--- src/rtl/uart_tx_cfg_if.sv ---
// Host-side frame handshake for uart_tx_cfg.
// The host (master) offers a frame with tx_valid/tx_data; the transmitter
// (slave) answers with tx_ready while it is idle.
interface uart_tx_cfg_if #(
   parameter int DATA_BITS = 8
) ();

   logic                 tx_valid;
   logic                 tx_ready;
   logic [DATA_BITS-1:0] tx_data;

   // Byte source side.
   modport master (
      output tx_valid,
      output tx_data,
      input  tx_ready
   );

   // Transmitter side.
   modport slave (
      input  tx_valid,
      input  tx_data,
      output tx_ready
   );

endinterface

--- src/rtl/uart_tx_cfg.sv ---
// Configurable UART transmitter.
// Sends start bit, DATA_BITS data bits LSB first, an optional even/odd parity
// bit and one or two stop bits. Every bit lasts CLKS_PER_BIT clocks. A frame is
// accepted on a clock edge where tx_valid && tx_ready; tx_ready is high only
// in IDLE, so back-to-back frames are separated by one idle-high cycle (the
// cycle that carries the done pulse).
module uart_tx_cfg #(
   parameter int DATA_BITS    = 8,
   parameter int CLKS_PER_BIT = 16,
   parameter int PARITY_EN    = 0,
   parameter int PARITY_ODD   = 0,
   parameter int STOP_BITS    = 1
) (
   input  logic          clk,
   input  logic          reset,
   uart_tx_cfg_if.slave  tx_if,
   output logic          tx_out,
   output logic          start,
   output logic          busy,
   output logic          done
);

   // ------------------------------------------------------------------------
   // Elaboration-time parameter guards
   // ------------------------------------------------------------------------
   if (DATA_BITS < 5 || DATA_BITS > 9) begin : g_bad_data_bits
      $error("uart_tx_cfg: DATA_BITS must be in 5..9");
   end
   if (CLKS_PER_BIT < 1) begin : g_bad_clks_per_bit
      $error("uart_tx_cfg: CLKS_PER_BIT must be at least 1");
   end
   if (STOP_BITS != 1 && STOP_BITS != 2) begin : g_bad_stop_bits
      $error("uart_tx_cfg: STOP_BITS must be 1 or 2");
   end

   // ------------------------------------------------------------------------
   // Derived constants
   // ------------------------------------------------------------------------
   // The baud counter only ever holds 0..CLKS_PER_BIT-1; keep at least one bit
   // so CLKS_PER_BIT=1 still has a (constant zero) counter.
   localparam int BAUD_W = (CLKS_PER_BIT > 1) ? $clog2(CLKS_PER_BIT) : 1;
   // The bit counter indexes data bits 0..DATA_BITS-1 and is reused to count
   // stop bits; DATA_BITS>=5 so this is always wide enough for both.
   localparam int BIT_W  = $clog2(DATA_BITS);

   localparam logic [BAUD_W-1:0] BAUD_RELOAD = BAUD_W'(CLKS_PER_BIT - 1);
   localparam logic [BIT_W-1:0]  LAST_DATA   = BIT_W'(DATA_BITS - 1);
   localparam logic [BIT_W-1:0]  LAST_STOP   = BIT_W'(STOP_BITS - 1);
   localparam logic              ODD_BIT     = (PARITY_ODD != 0);
   localparam logic              HAS_PARITY  = (PARITY_EN != 0);

   // FSM encoding; codes 5..7 are unreachable and fall back to IDLE.
   localparam logic [2:0] S_IDLE   = 3'd0;
   localparam logic [2:0] S_START  = 3'd1;
   localparam logic [2:0] S_DATA   = 3'd2;
   localparam logic [2:0] S_PARITY = 3'd3;
   localparam logic [2:0] S_STOP   = 3'd4;

   // ------------------------------------------------------------------------
   // State and datapath registers
   // ------------------------------------------------------------------------
   logic [2:0]           state,      state_nxt;
   logic [BAUD_W-1:0]    baud_cnt,   baud_nxt;
   logic [BIT_W-1:0]     bit_cnt,    bit_nxt;
   logic [DATA_BITS-1:0] shift_reg,  shift_nxt;
   logic                 parity_bit, parity_nxt;
   logic                 tx_out_nxt;
   logic                 start_nxt;
   logic                 busy_nxt;
   logic                 done_nxt;

   logic                 baud_zero;

   assign baud_zero      = (baud_cnt == '0);

   // Ready is a pure function of the state so the host sees it in the same
   // cycle the transmitter returns to IDLE (the done cycle).
   assign tx_if.tx_ready = (state == S_IDLE);

   // Next-state and next-output logic for the frame sequencer.
   always_comb begin
      // NOTE: every signal driven here gets a default first, so no path leaves
      // a value unassigned and no latch is inferred; blocking assignments are
      // correct here because this block models combinational logic only.
      state_nxt  = state;
      baud_nxt   = baud_cnt;
      bit_nxt    = bit_cnt;
      shift_nxt  = shift_reg;
      parity_nxt = parity_bit;
      start_nxt  = 1'b0;
      done_nxt   = 1'b0;

      case (state)
         S_IDLE: begin
            if (tx_if.tx_valid) begin
               // Accept: capture payload and its parity; later tx_data changes
               // cannot touch the frame in flight.
               shift_nxt  = tx_if.tx_data;
               parity_nxt = (^tx_if.tx_data) ^ ODD_BIT;
               state_nxt  = S_START;
               baud_nxt   = BAUD_RELOAD;
               bit_nxt    = '0;
               start_nxt  = 1'b1;
            end
         end

         S_START: begin
            if (baud_zero) begin
               state_nxt = S_DATA;
               baud_nxt  = BAUD_RELOAD;
               bit_nxt   = '0;
            end else begin
               baud_nxt  = baud_cnt - 1'b1;
            end
         end

         S_DATA: begin
            if (baud_zero) begin
               baud_nxt  = BAUD_RELOAD;
               shift_nxt = shift_reg >> 1;
               if (bit_cnt == LAST_DATA) begin
                  state_nxt = HAS_PARITY ? S_PARITY : S_STOP;
                  bit_nxt   = '0;
               end else begin
                  bit_nxt   = bit_cnt + 1'b1;
               end
            end else begin
               baud_nxt  = baud_cnt - 1'b1;
            end
         end

         S_PARITY: begin
            if (baud_zero) begin
               state_nxt = S_STOP;
               baud_nxt  = BAUD_RELOAD;
               bit_nxt   = '0;
            end else begin
               baud_nxt  = baud_cnt - 1'b1;
            end
         end

         S_STOP: begin
            if (baud_zero) begin
               if (bit_cnt == LAST_STOP) begin
                  state_nxt = S_IDLE;
                  done_nxt  = 1'b1;
               end else begin
                  bit_nxt   = bit_cnt + 1'b1;
                  baud_nxt  = BAUD_RELOAD;
               end
            end else begin
               baud_nxt  = baud_cnt - 1'b1;
            end
         end

         default: begin
            // Corrupted state register: return to a quiet, idle line.
            state_nxt = S_IDLE;
            baud_nxt  = '0;
            bit_nxt   = '0;
         end
      endcase

      // The line level is registered and derived from the state being
      // entered, so tx_out changes exactly on bit boundaries without glitches.
      case (state_nxt)
         S_START:  tx_out_nxt = 1'b0;
         S_DATA:   tx_out_nxt = shift_nxt[0];
         S_PARITY: tx_out_nxt = parity_nxt;
         default:  tx_out_nxt = 1'b1;
      endcase

      busy_nxt = (state_nxt != S_IDLE);
   end

   // Sequencer registers with asynchronous, active-high reset.
   always_ff @(posedge clk or posedge reset) begin
      // NOTE: sequential state uses non-blocking assignments so every register
      // samples the values from before this edge, independent of statement
      // order.
      if (reset) begin
         // NOTE: the shift register is a datapath register, but it is cleared
         // too so a reset leaves no trace of an aborted payload.
         state      <= S_IDLE;
         baud_cnt   <= '0;
         bit_cnt    <= '0;
         shift_reg  <= '0;
         parity_bit <= 1'b0;
         tx_out     <= 1'b1;
         start      <= 1'b0;
         busy       <= 1'b0;
         done       <= 1'b0;
      end else begin
         state      <= state_nxt;
         baud_cnt   <= baud_nxt;
         bit_cnt    <= bit_nxt;
         shift_reg  <= shift_nxt;
         parity_bit <= parity_nxt;
         tx_out     <= tx_out_nxt;
         start      <= start_nxt;
         busy       <= busy_nxt;
         done       <= done_nxt;
      end
   end

endmodule

--- src/flat_wrapper.sv ---
// flat-port wrapper written by rule: the top's interface ports become plain ports
module uart_tx_cfg_flat 
#(
   parameter int DATA_BITS    = 8,
   parameter int CLKS_PER_BIT = 16,
   parameter int PARITY_EN    = 0,
   parameter int PARITY_ODD   = 0,
   parameter int STOP_BITS    = 1
)
  (clk, reset, tx_out, start, busy, done, tx_if_tx_valid, tx_if_tx_data, tx_if_tx_ready);
  uart_tx_cfg_if #(.DATA_BITS(DATA_BITS)) tx_if_i ();
  input  logic clk;
  input  logic reset;
  output logic tx_out;
  output logic start;
  output logic busy;
  output logic done;
  input wire logic [$bits(tx_if_i.tx_valid)-1:0] tx_if_tx_valid;
  input wire logic [$bits(tx_if_i.tx_data)-1:0] tx_if_tx_data;
  output wire logic [$bits(tx_if_i.tx_ready)-1:0] tx_if_tx_ready;
  assign tx_if_i.tx_valid = tx_if_tx_valid;
  assign tx_if_i.tx_data = tx_if_tx_data;
  assign tx_if_tx_ready = tx_if_i.tx_ready;
  uart_tx_cfg #(.DATA_BITS(DATA_BITS), .CLKS_PER_BIT(CLKS_PER_BIT), .PARITY_EN(PARITY_EN), .PARITY_ODD(PARITY_ODD), .STOP_BITS(STOP_BITS)) u_core (.clk(clk), .reset(reset), .tx_if(tx_if_i), .tx_out(tx_out), .start(start), .busy(busy), .done(done));
endmodule
--- config.mk ---
export PLATFORM = sky130hd
export DESIGN_NAME = uart_tx_cfg_flat
export DESIGN_NICKNAME = d
export VERILOG_FILES = /design/src/rtl/uart_tx_cfg_if.sv /design/src/rtl/uart_tx_cfg.sv /design/src/flat_wrapper.sv
export SDC_FILE = /design/constraint.sdc
export NUM_CORES = 1
export LEC_CHECK = 0
export CORE_MARGIN = 2
export CORE_UTILIZATION = 48
export DETAILED_ROUTE_END_ITERATION = 10
export PLACE_DENSITY = 0.74
export SLEW_MARGIN = 30
export SYNTH_ARGS = -nofsm -noshare
export SYNTH_HDL_FRONTEND = slang
export SYNTH_SLANG_ARGS = --single-unit
--- constraint.sdc ---
create_clock -name clk -period 1.9 [get_ports clk]
set_input_delay 0.19 -clock clk [delete_from_list [all_inputs] [get_ports clk]]
set_output_delay 0.19 -clock clk [all_outputs]
set_load 0.02 [all_outputs]
Word level (Yosys, flattened, before mapping)
Cells that the tools add are included.
{"block": "word_totals", "out_inout_bits": 5, "mem_bits_ro": 0, "word_cells": 68, "inputBits": 11, "latch_bits": 0, "memories": 0, "ff_bits": 23, "mem_bits_rw": 0}
{"block": "classes", "addsub": 2, "eq_ne": 14, "multipliers": 0, "div": 0, "shift": 0, "reduce_logical": 11, "bitwise": 0, "order_cmp": 0, "mux": 31}
{"cell": "2-to-1 mux 3 bit", "count": 13}
{"cell": "2-to-1 mux 4 bit", "count": 4}
{"cell": "2-to-1 mux 8 bit", "count": 2}
{"cell": "case mux 8 bit (2 select lines)", "count": 1}
{"cell": "case mux 3 bit (5 select lines)", "count": 1}
{"cell": "== test 3 x 2 -> 1 bit, second input constant", "count": 4}
{"cell": "case mux 3 bit (4 select lines)", "count": 1}
{"cell": "case mux 4 bit (3 select lines)", "count": 1}
{"cell": "parity 8 bit", "count": 1}
{"cell": "2-to-1 mux 1 bit", "count": 7}
{"cell": "== test 3 x 1 -> 1 bit, second input constant", "count": 2}
{"cell": "== test 3 bit, second input constant", "count": 2}
{"cell": "zero test 3 bit", "count": 2}
{"cell": "inequality test 2 x 1 -> 1 bit, second input constant", "count": 3}
{"cell": "AND reduction 5 bit", "count": 1}
{"cell": "zero test 4 bit", "count": 1}
{"cell": "inequality test 2 bit, second input constant", "count": 2}
{"cell": "subtractor 4 x 1 -> 4 bit, second input constant", "count": 1}
{"cell": "adder 3 x 1 -> 3 bit, second input constant", "count": 1}
{"cell": "inequality test 3 bit, second input constant", "count": 1}
{"cell": "case mux 1 bit (3 select lines)", "count": 1}
{"cell": "AND reduction 3 bit", "count": 1}
{"cell": "nonzero test 3 bit", "count": 1}
{"cell": "OR reduction 3 bit", "count": 1}
{"cell": "other kinds (3)", "count": 3}

Logic depth before layout (Yosys ltp)
{"block": "depth", "ltp_word": 6, "depth_mapped": 7, "mapped_depth_nobuf": 7}

Worst setup path after synthesis
Ideal clock, no wire load.
{"block": "synth_path", "path_kind": "register -> register", "startpoint": "reg u_core.baud_cnt[0]", "endpoint": "reg u_core.tx_out", "t_arrival_ns": 1.871, "path_stages_with_launch": 8, "required_time_ns": 1.818, "setup_time_ns": 0.082, "setup_slack_ns": -0.052, "synth_period_minus_slack_ns": 1.952, "path_cell_list": "dfrtp_1 > inv_1 > ha_1 > or3b_4 > nor3_4 > nor2_4 > a21o_1 > o31a_1"}
{"element": "from (decl)", "line": "uart_tx_cfg.sv:63", "rtl": "logic [BAUD_W-1:0] baud_cnt, baud_nxt;"}
{"element": "from (signal assigned)", "line": "uart_tx_cfg.sv:195", "rtl": "baud_cnt <= baud_nxt;"}
{"element": "zero test 4 bit", "line": "uart_tx_cfg.sv:74", "rtl": "assign baud_zero = (baud_cnt == '0);"}
{"element": "2-to-1 mux 8 bit", "line": "uart_tx_cfg.sv:118", "rtl": "if (baud_zero) begin"}
{"element": "case mux 8 bit (2 select lines)", "line": "uart_tx_cfg.sv:93", "rtl": "case (state)"}
{"element": "net u_core.shift_nxt[0]", "line": "uart_tx_cfg.sv:65", "rtl": "logic [DATA_BITS-1:0] shift_reg, shift_nxt;"}
{"element": "case mux 1 bit (3 select lines)", "line": "uart_tx_cfg.sv:166", "rtl": "case (state_nxt)"}
{"element": "net u_core.tx_out_nxt", "line": "uart_tx_cfg.sv:67", "rtl": "logic tx_out_nxt;"}
{"element": "to (signal assigned)", "line": "uart_tx_cfg.sv:199", "rtl": "tx_out <= tx_out_nxt;"}
{"element": "to (decl)", "line": "uart_tx_cfg.sv:17", "rtl": "output logic tx_out,"}
The timed path passes the listed nets, and every way through them passes these cells. The select of a mux whose other input is x is not followed.
A chain may end at the register's enable or synchronous reset.

Worst setup path in the final report
Same ends and word-level chain as after synthesis.

==> flow_summary.json <==
{
  "post-route-period-util_pct": 99.1,
  "finalCriticalPeriod_ns": 1.88,
  "postRouteAntennaNets": 0,
  "grt_use_total_pct": 20.4,
  "synthDistinctLibCells": 41,
  "clk_root_buffer_cell": "clkbuf_4",
  "drc": 0,
  "r2r_start": "u_core.baud_cnt[0]$_DFFE_PP0P_",
  "dieArea_mm2": 0.00302,
  "htree_levels": 1,
  "timing.fmax_mhz": 531,
  "final_nets": 168,
  "antenna_found_initial": 0,
  "core_mm2": 0.00248,
  "cts.sinks": 23,
  "cts_tree": "done",
  "skew_ns": 0.00234,
  "grt_max_degree": 24,
  "reg2reg_depth": 7,
  "rr_endpoint": "u_core.tx_out$_DFF_PP1_",
  "final-max-slew-violation-count": 0,
  "yosysWarningCount": 0,
  "rsz0062_at_grt": "true",
  "p_per_area_mw_per_mm2": 499,
  "fin_total_pwr_w": 0.000782,
  "wl_per_cell_um": 13.9,
  "drt_iter0_markers": 12,
  "r2r_setup_slack_ns": 0.02,
  "start_util_pct": 50.3,
  "synth-seq-cells": 23,
  "final_layout_size_suffix_gt1_share_pct": 23.7,
  "crit_path_start": "u_core.baud_cnt[0]$_DFFE_PP0P_",
  "clock_latency_ns": 0.32,
  "grt_pass1_vias": 973,
  "ys_seq_area_share_pct": 46.3,
  "vias_per_cell": 5.53,
  "die_h_um": 55.0,
  "worstSetupStartpointType": "flop",
  "cp-end-kind": "flop",
  "cp_data_arrival_time_ns": 2.14,
  "max_cap_viol_count": 0,
  "postSynthCellCount": 121,
  "netlist_area_mm2": 0.00125,
  "synth-edff-count": 0,
  "syn_avg_cell_area_um2": 10.3,
  "hpwl_um": 1950,
  "cts_hold_buf": 0,
  "clk_pin_slew_ns": 0.12,
  "multiInputGateArea_um2": 633,
  "antenna_cells": 0,
  "hp-class": "in2async",
  "fp-row-count": 18,
  "gp_congestion": 0.824,
  "cts_inserted_buffers": 3,
  "ir_drop_v": 0.000446,
  "final.setup.tns_ns": 0,
  "drtPass1Iterations": 4,
  "final-setup-viol-count": 0,
  "p_leak_nw": 0.746,
  "slew_headroom_pct": 68.5,
  "hold_violations": 0,
  "clockBufferDepth": 2,
  "placed_area_mm2": 0.00149,
  "vias": 1006,
  "largest_register_ffs": 8,
  "worst_pin_slew_ns": 0.468,
  "status": "complete, no violations",
  "cp_max_fo": 4,
  "cp.required_ns": 2.16,
  "synth_fp_nets": 136,
  "portBuffers": 15,
  "grt_first_pass_wirelength_um": 4340,
  "async_flop_share_pct": 100,
  "fill_cells": 213,
  "finalInstanceArea_mm2": 0.00157,
  "critPathKind": "reg2reg",
  "grt-ovfl-total": 0,
  "layout-area-overhead-vs-synth_pct": 25.9,
  "hold_slack_ns": 0.202,
  "io_pins": 16,
  "ys.flop_type": "dfrtp_1",
  "wirelength_um": 2540,
  "die_x_um": 55.0,
  "final-seq-area_um2": 577
}
-- metrics by stage --
| step | setup slack (ns) | utilization, % | instances |
|---|---|---|---|
| 6_report | 0.0177 | 63.3 | 182 |
| 3_5_place_dp | -0.000750 | 60.3 | 175 |
| 5_1_grt | -0.0667 | 63.3 | 182 |
| 3_3_place_gp | 0.0581 | 60.3 | 175 |
| 2_1_floorplan | 0.00657 | - | 121 |
| 4_1_cts | 0.00284 | 62.1 | 180 |
-- metal layers --
layer | up-vias | routed length [um] | GRT usage (%)
met4 | 0 | 28 | 5.28
met5 | - | 0 | 0
li1 | 491 | - | -
met3 | 4 | 92 | 5.65
met1 | 490 | 1070 | 24.8
met2 | 21 | 1350 | 35.5
-- kinds of logic after synthesis --
kind of cell	share of synthesized area, %
adder cells (fa/ha/maj)	4.02
AND/OR/NAND/NOR	17.1
XOR/XNOR	4.92
flip-flops	46.3
buffers and inverters	5.32
AO/OA/AOI/OAI	20.6
multiplexers	1.81
-- synth_stat cells (all sizes together) (4+ instances only) --
library cell,instances,share of area (%)
a21oi,4,1.6
nor3,5,3.3
nor2,4,1.8
a22oi,6,3.6
ha,4,4.0
o21ai,7,2.8
dfrtp,22,44
xnor2,7,4.9
nand2,21,6.9
inv,9,2.7
a22o,4,3.0
-- where the power goes --
group	internal, W	switching (W)	total [W]
Clock	0.0000823	0.000148	0.000230
Sequential	0.000490	0	0.000490
Combinational	0.0000361	0.0000262	0.0000623
Total	0.000608	0.000174	0.000782
-- layout by cell type (no fill, tap or decap), types with 3 or more instances in the layout --
| master | count |
|---|---|
| xnor2_1 | 7 |
| inv_1 | 7 |
| clkbuf_4 | 3 |
| nor2_1 | 3 |
| dfrtp_1 | 22 |
| o21ai_0 | 7 |
| a22oi_1 | 6 |
| clkdlybuf4s50_1 | 14 |
| ha_1 | 3 |
| a21oi_1 | 4 |
| buf_4 | 15 |
| nand2_1 | 20 |
-- final cells by class --
type / instances / area share (%)
Multi-Input combinational cell: 86 / 40.4
Clock buffer: 4 / 1.67
Sequential cell: 23 / 36.8
Timing Repair Buffer: 30 / 16.7
Inverter: 9 / 2.15
Tap cell: 30 / 2.39
-- worst max-delay path: stages (launching register included) --
cell	delay (ns)
dfrtp_1	0.41
inv_2	0.08
ha_4	0.15
or3b_4	0.41
nor3_4	0.27
nor2_4	0.06
a21o_1	0.17
o31a_1	0.28
-- worst max-delay path by stage --
stage                              end
3_5_place_dp   u_core.tx_out$_DFF_PP1_
6_report       u_core.tx_out$_DFF_PP1_
4_1_cts        u_core.tx_out$_DFF_PP1_
5_1_grt        u_core.tx_out$_DFF_PP1_
2_1_floorplan  u_core.tx_out$_DFF_PP1_
3_3_place_gp   u_core.tx_out$_DFF_PP1_
-- what timing repair did --
item / 4_1_cts / 5_1_grt
resized for setup: 3 / 4
buffers inserted: 1 / 2
endpoints found under the setup margin: 3 / 8
pin swaps: 1 / 4
(Power assumes the default switching activity.)
